File: config.mk
export PLATFORM = sky130hd
export DESIGN_NAME = keypad_calc_ctrl
export DESIGN_NICKNAME = d
export VERILOG_FILES = /design/src/rtl/calc_pkg.sv /design/src/rtl/calc_bin2bcd.sv /design/src/rtl/keypad_calc_ctrl.sv
export SDC_FILE = /design/constraint.sdc
export NUM_CORES = 1
export LEC_CHECK = 0
export BUFFER_PORTS_ARGS = -buffer_cell sky130_fd_sc_hd__buf_2
export CORE_MARGIN = 4
export CORE_UTILIZATION = 50
export DETAILED_ROUTE_END_ITERATION = 8
export GPL_ROUTABILITY_DRIVEN = 1
export GPL_TIMING_DRIVEN = 0
export PLACE_DENSITY = 0.75
export SLEW_MARGIN = 20
export SYNTH_ARGS = -nofsm -noshare
export SYNTH_HDL_FRONTEND = slang
export SYNTH_SLANG_ARGS = --single-unit
File: constraint.sdc
create_clock -name clk -period 4.4 [get_ports clk]
set_input_delay 0.66 -clock clk [delete_from_list [all_inputs] [get_ports clk]]
set_output_delay 0.66 -clock clk [all_outputs]
set_load 0.02 [all_outputs]
File: src/rtl/calc_pkg.sv
// calc_pkg: shared definitions for the keypad calculator controller.
//   - key codes delivered by the keypad decoder
//   - controller state and operator encodings
//   - BCD glyph codes understood by the seven-segment driver
//   - pow10() helper for elaborating decimal range limits
package calc_pkg;

  localparam logic [7:0] KEY_ADD = 8'hF0;
  localparam logic [7:0] KEY_SUB = 8'hF1;
  localparam logic [7:0] KEY_MUL = 8'hF2;
  localparam logic [7:0] KEY_DIV = 8'hF3;
  localparam logic [7:0] KEY_EQU = 8'hE0;
  localparam logic [7:0] KEY_CLR = 8'hC0;

  localparam logic [3:0] GLYPH_MINUS = 4'hA;
  localparam logic [3:0] GLYPH_E     = 4'hE;

  typedef enum logic [2:0] {
    ST_IDLE, ST_OPA, ST_OPSEL, ST_OPB, ST_CONV, ST_RESULT, ST_ERROR
  } state_e;

  typedef enum logic [1:0] {
    OP_ADD, OP_SUB, OP_MUL, OP_DIV
  } op_e;

  function automatic int unsigned pow10(input int unsigned n);
    int unsigned r;
    r = 1;
    for (int unsigned i = 0; i < n; i++) r = r * 10;
    return r;
  endfunction

endpackage

File: src/rtl/calc_bin2bcd.sv
// calc_bin2bcd: serial shift-add-3 (double-dabble) binary to BCD converter.
// Ports:
//   clk      in   system clock
//   rst      in   synchronous active-high reset
//   start_i  in   load bin_i and begin; the first shift happens on this edge
//   bin_i    in   IN_W-bit unsigned value
//   bcd_o    out  DIGITS BCD digits, digit0 = LSBs; holds until next start
//   done_o   out  one-cycle pulse, IN_W-1 cycles after start, when bcd_o is final
// Values needing more than DIGITS digits are truncated; the caller range-checks.
module calc_bin2bcd #(
  parameter int IN_W   = 14,
  parameter int DIGITS = 4
) (
  input  logic                clk,
  input  logic                rst,
  input  logic                start_i,
  input  logic [IN_W-1:0]     bin_i,
  output logic [4*DIGITS-1:0] bcd_o,
  output logic                done_o
);

  localparam int CNT_W = $clog2(IN_W + 1);

  logic [IN_W-1:0]     sh_q;
  logic [4*DIGITS-1:0] bcd_q;
  logic [4*DIGITS-1:0] adj;
  logic [CNT_W-1:0]    cnt_q;
  logic                run_q;
  logic                done_q;

  // Add 3 to every digit >= 5 so the following left shift carries correctly.
  genvar gi;
  generate
    for (gi = 0; gi < DIGITS; gi++) begin : g_adj
      assign adj[4*gi +: 4] = (bcd_q[4*gi +: 4] >= 4'd5) ? bcd_q[4*gi +: 4] + 4'd3
                                                          : bcd_q[4*gi +: 4];
    end
  endgenerate

  always_ff @(posedge clk) begin
    if (rst) begin
      sh_q   <= '0;
      bcd_q  <= '0;
      cnt_q  <= '0;
      run_q  <= 1'b0;
      done_q <= 1'b0;
    end else begin
      done_q <= 1'b0;
      if (start_i) begin
        // BCD starts at zero, so no adjust is needed before the first shift.
        sh_q  <= bin_i << 1;
        bcd_q <= (4*DIGITS)'(bin_i[IN_W-1]);
        cnt_q <= CNT_W'(IN_W - 1);
        run_q <= 1'b1;
      end else if (run_q) begin
        bcd_q <= {adj[4*DIGITS-2:0], sh_q[IN_W-1]};
        sh_q  <= sh_q << 1;
        cnt_q <= cnt_q - 1'b1;
        if (cnt_q == CNT_W'(1)) begin
          run_q  <= 1'b0;
          done_q <= 1'b1;
        end
      end
    end
  end

  assign bcd_o  = bcd_q;
  assign done_o = done_q;

endmodule

File: src/rtl/keypad_calc_ctrl.sv
// keypad_calc_ctrl: keypad calculator controller. Collects two decimal operands and
// an operator from key strobes, computes on '=', converts to BCD and drives the display.
// Ports:
//   clk         in   system clock
//   rst         in   synchronous active-high reset
//   key_valid   in   one-cycle key strobe
//   key_code    in   digit 00-09, F0 add, F1 sub, F2 mul, F3 div, E0 equals, C0 clear
//   disp_bcd    out  DISP_DIGITS BCD digits, digit0 = LSBs
//   disp_blank  out  per-digit blanking, 1 = off
//   neg         out  displayed result is negative
//   err         out  error state, display shows all 'E'
//   busy        out  conversion running; keys other than clear are ignored
// Build option: define CALC_DIV_EN to enable integer divide on key F3; otherwise F3
// is ignored everywhere and no divider is built.
module keypad_calc_ctrl
  import calc_pkg::*;
#(
  parameter int N_DIGITS    = 2,
  parameter int DISP_DIGITS = 4
) (
  input  logic                     clk,
  input  logic                     rst,
  input  logic                     key_valid,
  input  logic [7:0]               key_code,
  output logic [4*DISP_DIGITS-1:0] disp_bcd,
  output logic [DISP_DIGITS-1:0]   disp_blank,
  output logic                     neg,
  output logic                     err,
  output logic                     busy
);

  localparam int          OPND_W    = $clog2(pow10(N_DIGITS));
  localparam int          RES_W     = 2 * OPND_W;
  localparam int          CNT_W     = $clog2(N_DIGITS + 1);
  localparam int          DW        = 4 * DISP_DIGITS;
  localparam int          OW        = 4 * N_DIGITS;
  localparam int unsigned LIM_POS   = pow10(DISP_DIGITS);
  localparam int unsigned LIM_NEG   = pow10(DISP_DIGITS - 1);
  localparam int unsigned LIM_CHAIN = pow10(N_DIGITS);

  state_e              state_q, state_d;
  op_e                 op_q, op_d;
  logic [OPND_W-1:0]   a_q, a_d, b_q, b_d;
  logic [OW-1:0]       a_bcd_q, a_bcd_d, b_bcd_q, b_bcd_d;
  logic [CNT_W-1:0]    cnt_q, cnt_d;
  logic                cstart_q, cstart_d;
  logic [RES_W-1:0]    r_q;
  logic                rneg_q, rbad_q;
  logic [DW-1:0]       disp_bcd_q, disp_bcd_d;
  logic [DISP_DIGITS-1:0] disp_blank_q, disp_blank_d;
  logic                neg_q, neg_d, err_q, err_d, busy_q;

  logic                accept, is_digit, is_op, is_equ, is_clr, key_is_op, start;
  logic [3:0]          key_digit;
  op_e                 key_op;
  logic [RES_W:0]      diff;
  logic [RES_W-1:0]    calc_mag;
  logic                calc_neg, calc_bad;
  logic [DW-1:0]       bcd_w, fmt_src, fmt_bcd;
  logic [DISP_DIGITS-1:0] fmt_blank;
  logic                fmt_neg, seen, done_w;

  // ---------------- key decode ----------------
  assign accept    = key_valid && (!busy_q || key_code == KEY_CLR);
  assign key_digit = key_code[3:0];
  assign is_digit  = accept && (key_code <= 8'h09);
  assign is_equ    = accept && (key_code == KEY_EQU);
  assign is_clr    = accept && (key_code == KEY_CLR);
  assign is_op     = accept && key_is_op;

  always_comb begin
    key_is_op = 1'b0;
    key_op    = OP_ADD;
    case (key_code)
      KEY_ADD: begin key_is_op = 1'b1; key_op = OP_ADD; end
      KEY_SUB: begin key_is_op = 1'b1; key_op = OP_SUB; end
      KEY_MUL: begin key_is_op = 1'b1; key_op = OP_MUL; end
`ifdef CALC_DIV_EN
      KEY_DIV: begin key_is_op = 1'b1; key_op = OP_DIV; end
`endif
      default: ;
    endcase
  end

  // ---------------- arithmetic (sampled on the first CONV cycle) ----------------
  always_comb begin
    calc_mag = '0;
    calc_neg = 1'b0;
    calc_bad = 1'b0;
    // Operands are far narrower than RES_W, so the top bit is a clean borrow flag.
    diff = (RES_W+1)'(a_q) - (RES_W+1)'(b_q);
    case (op_q)
      OP_ADD: calc_mag = RES_W'(a_q) + RES_W'(b_q);
      OP_SUB: begin
        calc_neg = diff[RES_W];
        calc_mag = diff[RES_W] ? RES_W'(-diff) : diff[RES_W-1:0];
      end
      OP_MUL: calc_mag = RES_W'(a_q) * RES_W'(b_q);
`ifdef CALC_DIV_EN
      OP_DIV: begin
        if (b_q == '0) calc_bad = 1'b1;
        else           calc_mag = RES_W'(a_q / b_q);
      end
`endif
      default: ;
    endcase
    // A negative result needs one display digit for the minus sign.
    if (calc_neg) calc_bad = calc_bad | (32'(calc_mag) >= LIM_NEG);
    else          calc_bad = calc_bad | (32'(calc_mag) >= LIM_POS);
  end

  calc_bin2bcd #(.IN_W(RES_W), .DIGITS(DISP_DIGITS)) u_bin2bcd (
    .clk     (clk),
    .rst     (rst),
    .start_i (start),
    .bin_i   (calc_mag),
    .bcd_o   (bcd_w),
    .done_o  (done_w)
  );

  // ---------------- next state ----------------
  always_comb begin
    state_d  = state_q;
    op_d     = op_q;
    a_d      = a_q;
    b_d      = b_q;
    a_bcd_d  = a_bcd_q;
    b_bcd_d  = b_bcd_q;
    cnt_d    = cnt_q;
    cstart_d = 1'b0;
    start    = 1'b0;
    case (state_q)
      ST_IDLE, ST_RESULT: begin
        if (is_digit) begin
          state_d = ST_OPA;
          a_d     = OPND_W'(key_digit);
          a_bcd_d = OW'(key_digit);
          cnt_d   = CNT_W'(1);
        end else if (is_op && state_q == ST_RESULT) begin
          // Chaining reuses the result as operand A only if it fits an operand.
          if (!rneg_q && 32'(r_q) < LIM_CHAIN) begin
            state_d = ST_OPSEL;
            op_d    = key_op;
            a_d     = OPND_W'(r_q);
            a_bcd_d = bcd_w[OW-1:0];
            cnt_d   = CNT_W'(N_DIGITS);
          end else begin
            state_d = ST_ERROR;
          end
        end
      end
      ST_OPA: begin
        if (is_digit) begin
          if (int'(cnt_q) < N_DIGITS) begin
            a_d     = OPND_W'(32'(a_q) * 32'd10 + 32'(key_digit));
            a_bcd_d = (a_bcd_q << 4) | OW'(key_digit);
            cnt_d   = cnt_q + 1'b1;
          end
        end else if (is_op) begin
          state_d = ST_OPSEL;
          op_d    = key_op;
        end
      end
      ST_OPSEL: begin
        if (is_digit) begin
          state_d = ST_OPB;
          b_d     = OPND_W'(key_digit);
          b_bcd_d = OW'(key_digit);
          cnt_d   = CNT_W'(1);
        end else if (is_op) begin
          op_d = key_op;
        end
      end
      ST_OPB: begin
        if (is_digit) begin
          if (int'(cnt_q) < N_DIGITS) begin
            b_d     = OPND_W'(32'(b_q) * 32'd10 + 32'(key_digit));
            b_bcd_d = (b_bcd_q << 4) | OW'(key_digit);
            cnt_d   = cnt_q + 1'b1;
          end
        end else if (is_equ) begin
          state_d  = ST_CONV;
          cstart_d = 1'b1;
        end
      end
      ST_CONV: begin
        if (cstart_q)    start   = 1'b1;
        else if (done_w) state_d = rbad_q ? ST_ERROR : ST_RESULT;
      end
      default: ;
    endcase
    if (is_clr) begin
      state_d  = ST_IDLE;
      op_d     = OP_ADD;
      a_d      = '0;
      b_d      = '0;
      a_bcd_d  = '0;
      b_bcd_d  = '0;
      cnt_d    = '0;
      cstart_d = 1'b0;
      start    = 1'b0;
    end
  end

  // ---------------- display formatting, driven from the next state ----------------
  always_comb begin
    fmt_src = '0;
    fmt_neg = 1'b0;
    case (state_d)
      ST_OPA, ST_OPSEL: fmt_src = DW'(a_bcd_d);
      ST_OPB:           fmt_src = DW'(b_bcd_d);
      ST_RESULT: begin
        fmt_src = bcd_w;
        fmt_neg = rneg_q;
      end
      default: ;
    endcase
    // Blank leading zeros (digit0 always shown) and place '-' just left of the MSD.
    fmt_bcd   = fmt_src;
    fmt_blank = '1;
    seen      = 1'b0;
    for (int i = DISP_DIGITS - 1; i >= 0; i--) begin
      if (!seen && (fmt_src[4*i +: 4] != 4'd0 || i == 0)) begin
        seen = 1'b1;
        if (fmt_neg && i < DISP_DIGITS - 1) begin
          fmt_bcd[4*(i+1) +: 4] = GLYPH_MINUS;
          fmt_blank[i+1]        = 1'b0;
        end
      end
      if (seen) fmt_blank[i] = 1'b0;
    end

    disp_bcd_d   = fmt_bcd;
    disp_blank_d = fmt_blank;
    neg_d        = fmt_neg;
    err_d        = 1'b0;
    if (state_d == ST_CONV) begin
      disp_bcd_d   = disp_bcd_q;
      disp_blank_d = disp_blank_q;
      neg_d        = neg_q;
    end else if (state_d == ST_ERROR) begin
      disp_bcd_d   = {DISP_DIGITS{GLYPH_E}};
      disp_blank_d = '0;
      neg_d        = 1'b0;
      err_d        = 1'b1;
    end
  end

  // ---------------- registers ----------------
  always_ff @(posedge clk) begin
    if (rst) begin
      state_q      <= ST_IDLE;
      op_q         <= OP_ADD;
      a_q          <= '0;
      b_q          <= '0;
      a_bcd_q      <= '0;
      b_bcd_q      <= '0;
      cnt_q        <= '0;
      cstart_q     <= 1'b0;
      r_q          <= '0;
      rneg_q       <= 1'b0;
      rbad_q       <= 1'b0;
      disp_bcd_q   <= '0;
      disp_blank_q <= {{(DISP_DIGITS-1){1'b1}}, 1'b0};
      neg_q        <= 1'b0;
      err_q        <= 1'b0;
      busy_q       <= 1'b0;
    end else begin
      state_q      <= state_d;
      op_q         <= op_d;
      a_q          <= a_d;
      b_q          <= b_d;
      a_bcd_q      <= a_bcd_d;
      b_bcd_q      <= b_bcd_d;
      cnt_q        <= cnt_d;
      cstart_q     <= cstart_d;
      disp_bcd_q   <= disp_bcd_d;
      disp_blank_q <= disp_blank_d;
      neg_q        <= neg_d;
      err_q        <= err_d;
      busy_q       <= (state_d == ST_CONV);
      if (start) begin
        r_q    <= calc_mag;
        rneg_q <= calc_neg;
        rbad_q <= calc_bad;
      end
    end
  end

  assign disp_bcd   = disp_bcd_q;
  assign disp_blank = disp_blank_q;
  assign neg        = neg_q;
  assign err        = err_q;
  assign busy       = busy_q;

endmodule

==> out/qor.yml <==
timing:
  fmax_mhz: 227
  finalWorstSetupSlack_ns: -0.00968
  rsz0062_at_grt: "true"
  worst_pin_slew_ns: 0.738
  slew_violations: 0
  hold_viol: 0
  setup-tns-final_ns: -0.00968
  clock_skew_ns: 0.00968
  finalSetupViolCount: 1
  relSlewSlack_pct: 50.8
  period_needed_ns: 4.41
  finalCritPeriodShare_pct: 100
  holdWs_ns: 0.447
hold_path:
  min_path_type: "flop to flop"
  worstHoldStart: "r_q[12]$_SDFFE_PP0P_"
  hold_path_depth: 2
die:
  die_w_um: 135
  initial_core_util_pct: 51.0
  chipHeight_um: 135
  core-area_mm2: 0.0158
  die-area_mm2: 0.0183
  io_pins: 34
  row_count: 46
place:
  io_buffers: 30
  hpwl_mm: 15.7
  place_ws_ns: -0.583
  routabilityCongestion: 0.953
  dpl-instance-area_mm2: 0.00853
  dp.cells: 1218
global_routing:
  grt_max_degree: 18
  antenna_found_initial: 0
  grt_usage_pct: 24.0
  grt-ovfl-total: 0
  grt_pass1_wl_mm: 35.4
  grt_pass1_vias: 7011
power:
  pwr-share-seq_pct: 50.7
  p_leak_nw: 3.68
  p_switching_mw: 0.434
  swShare_pct: 22.0
  powerDensity_mw_per_mm2: 216
  ir_drop_uv: 220
  comb_power_share_pct: 4.1
  p_int_mw: 1.54
  clkPwrFrac_pct: 45.2
critical_path:
  rr_worst_depth: 18
  critical-path-top-delay-family: "adder cells"
  timing.rr.start: "a_q[3]$_SDFFE_PP0P_"
  required_ns: 4.65
  slowest_stage: "fa_1"
  crit_cells: 18
  crit_type: "flop to flop"
  crit_start: "a_q[3]$_SDFFE_PP0P_"
  cp_data_arrival_time_ns: 4.66
  startpoint_type: "flop"
  end_kind: "flop"
  cp_cell_sequence: "ha_4 > fa_1 > inv_1 > fa_1 > inv_2 > fa_1 > inv_1 > fa_2 > inv_2 > ha_4 > o21ai_4 > o21ai_2 > a31o_2 > a21oi_2 > o21ai_2 > xnor2_2 > nor2_2 > o32a_1"
  crit_top_cell: "fa_1"
  cp.buffers_inverters: 4
  cp_max_fo: 3
  cpPeakStageDelay_ns: 0.56
run:
  cap_violations: 0
clock_tree:
  clk_pin_slew_ns: 0.07
  cts_inserted_buffers: 9
  h-tree-depth: 3
  clock-sinks: 111
  clock_latency_ns: 0.36
  root_buffer: "clkbuf_16"
  cts_tree: "built"
  cts_buffer_depth: 2
layout:
  fin_nets: 1143
  drive_gt1_share_pct: 12.5
  layout_commonest_cell: "nand2_1"
  final_cell_mix: "nand2_1 (103), nor2_1 (99), dfxtp_1 (99)"
  stdcell_area_mm2: 0.00916
  synthToLayoutAreaGrowth_pct: 13.5
  stdcell_count: 1252
  antenna_cells: 0
synth:
  synthFlopType: "dfxtp_1"
  synthAdderAreaFrac_pct: 18.4
  synth_cells: 972
  synthXorXnorAreaFrac_pct: 5.10
  syn-num-nets: 1084
  ys.warnings.count: 0
  netlist_area_mm2: 0.00808
  synth_seq_area_share_pct: 27.5
  synthArstFlopShare_pct: 0
  synth_compound_area_share_pct: 18.8
  synth.largest_area_cell: "dfxtp_1"
  ys_seq_elements: 111
  synthMuxAreaShare_pct: 3.47
  synthTopCellsByArea: "dfxtp_1 (28%), ha_1 (11%), fa_1 (7.4%), nand2_1 (4.8%), nor2_1 (4.6%)"
  yosysTopAreaCellShare_pct: 27.5
  synth_top_family_by_area: "simple AND/OR/NAND/NOR gates"
  synth_edf_count: 0
  yosys.area_share.simple_pct: 21.5
  syn_avg_cell_area_um2: 8.31
  yosysUniqueCellTypes: 81
run_status:
  status: "finished with violations"
  violations: "setup timing"
drt:
  num_vias: 7207
  drc: 0
  drtIter0Drc: 684
  via_per_inst: 5.76
  first_pass_iters: 7
  routed_wl_mm: 21.3
  drtAntennaViolNets: 0
  wl_per_cell_um: 17.0
## Yosys cell counts, types with 4 or more instances
master    count
clkbuf_1     28
o21ai_0      61
xnor2_1      28
a32oi_1       4
nor3_1       27
o31ai_1       5
a22oi_1      10
dfxtp_1     111
fa_1         30
and2_1       34
and3_1        4
nor3b_1       4
nor4_1        7
a311oi_1      4
xor2_1       19
o22ai_1       9
a222oi_1      6
nand2b_1     18
o211ai_1      5
nor2_1      100
or3_1         6
o21a_1        4
buf_2         4
ha_1         71
nand3_1      14
nor2b_1       8
a211oi_1      9
inv_1        63
buf_1         4
nand2_1     103
a21oi_1      59
mux2i_1      28
a21o_1       10
a31oi_1       4
## per-layer routing
metal,vias to the layer above,routed length [µm],GRT usage [%],share of wire (%)
li1,3524,-,-,-
met1,3416,9610,33.0,45
met2,227,10100,39.0,47
met3,40,1060,2.68,5.0
met4,0,567,9.29,2.7
met5,-,0,0,0
## state kept, by name (all words and copies together) (netlist names), 7 cells and up
| name | flops |
|---|---|
| a_bcd_q | 8 |
| a_q | 7 |
| b_bcd_q | 8 |
| b_q | 7 |
| disp_bcd | 16 |
| r_q | 14 |
| u_bin2bcd.bcd_o | 16 |
| u_bin2bcd.sh_q | 13 |
## tightest hold or removal path, delay by kind of cell (launching register included)
kind / cells / cell delay (ns)
AND/OR/NAND/NOR: 2 / 0.09
flip-flops: 1 / 0.31
## stage by stage
step	power, mW	util, %
2_1_floorplan	1.08	-
3_3_place_gp	1.11	53.9
3_5_place_dp	1.11	53.9
4_1_cts	1.98	57.5
5_1_grt	2.03	57.9
6_report	1.98	57.9
## path summary, 6_finish.rpt
check,slack [ns],end
setup / recovery,-0.01,rbad_q$_SDFFE_PP0P_
hold / removal,0.45,r_q[12]$_SDFFE_PP0P_
setup reg to reg,-0.01,rbad_q$_SDFFE_PP0P_
hold reg to reg,0.45,r_q[12]$_SDFFE_PP0P_
## logic make-up after synthesis
| family | Yosys count |
|---|---|
| AOI/OAI and AO/OA | 231 |
| xor gates and xnor gates | 47 |
| adders and majority gates | 101 |
| buffers and inverters | 103 |
| DFF | 111 |
| muxes | 28 |
| other | 1 |
| and+or+nand+nor | 350 |
## power groups by stage
| stage | clock network (mW) | logic [mW] | registers (mW) |
|---|---|---|---|
| finish | 0.893 | 0.0806 | 1.00 |
| global route | 0.943 | 0.0877 | 1.00 |
| global placement | 0 | 0.0758 | 1.03 |
| floorplan | 0 | 0.0503 | 1.03 |
| CTS | 0.898 | 0.0792 | 1.00 |
| detailed placement | 0 | 0.0767 | 1.03 |
## layout make-up
class                           count  area [µm²]
Buffer                             40         185
Clock buffer                       12         246
Clock inverter                      4        76.3
Fill cell                        1403        6660
Inverter                           63         236
Multi-Input combinational cell    758        5600
Sequential cell                   111        2260
Tap cell                          216         270
Timing Repair Buffer               48         297
## timing repair
action	CTS	global route
gates resized for setup	35	16
setup endpoints to repair	11	9
pin swaps	20	17
setup buffers	17	4
hold buffers	0	0
(Power assumes the default switching activity.)
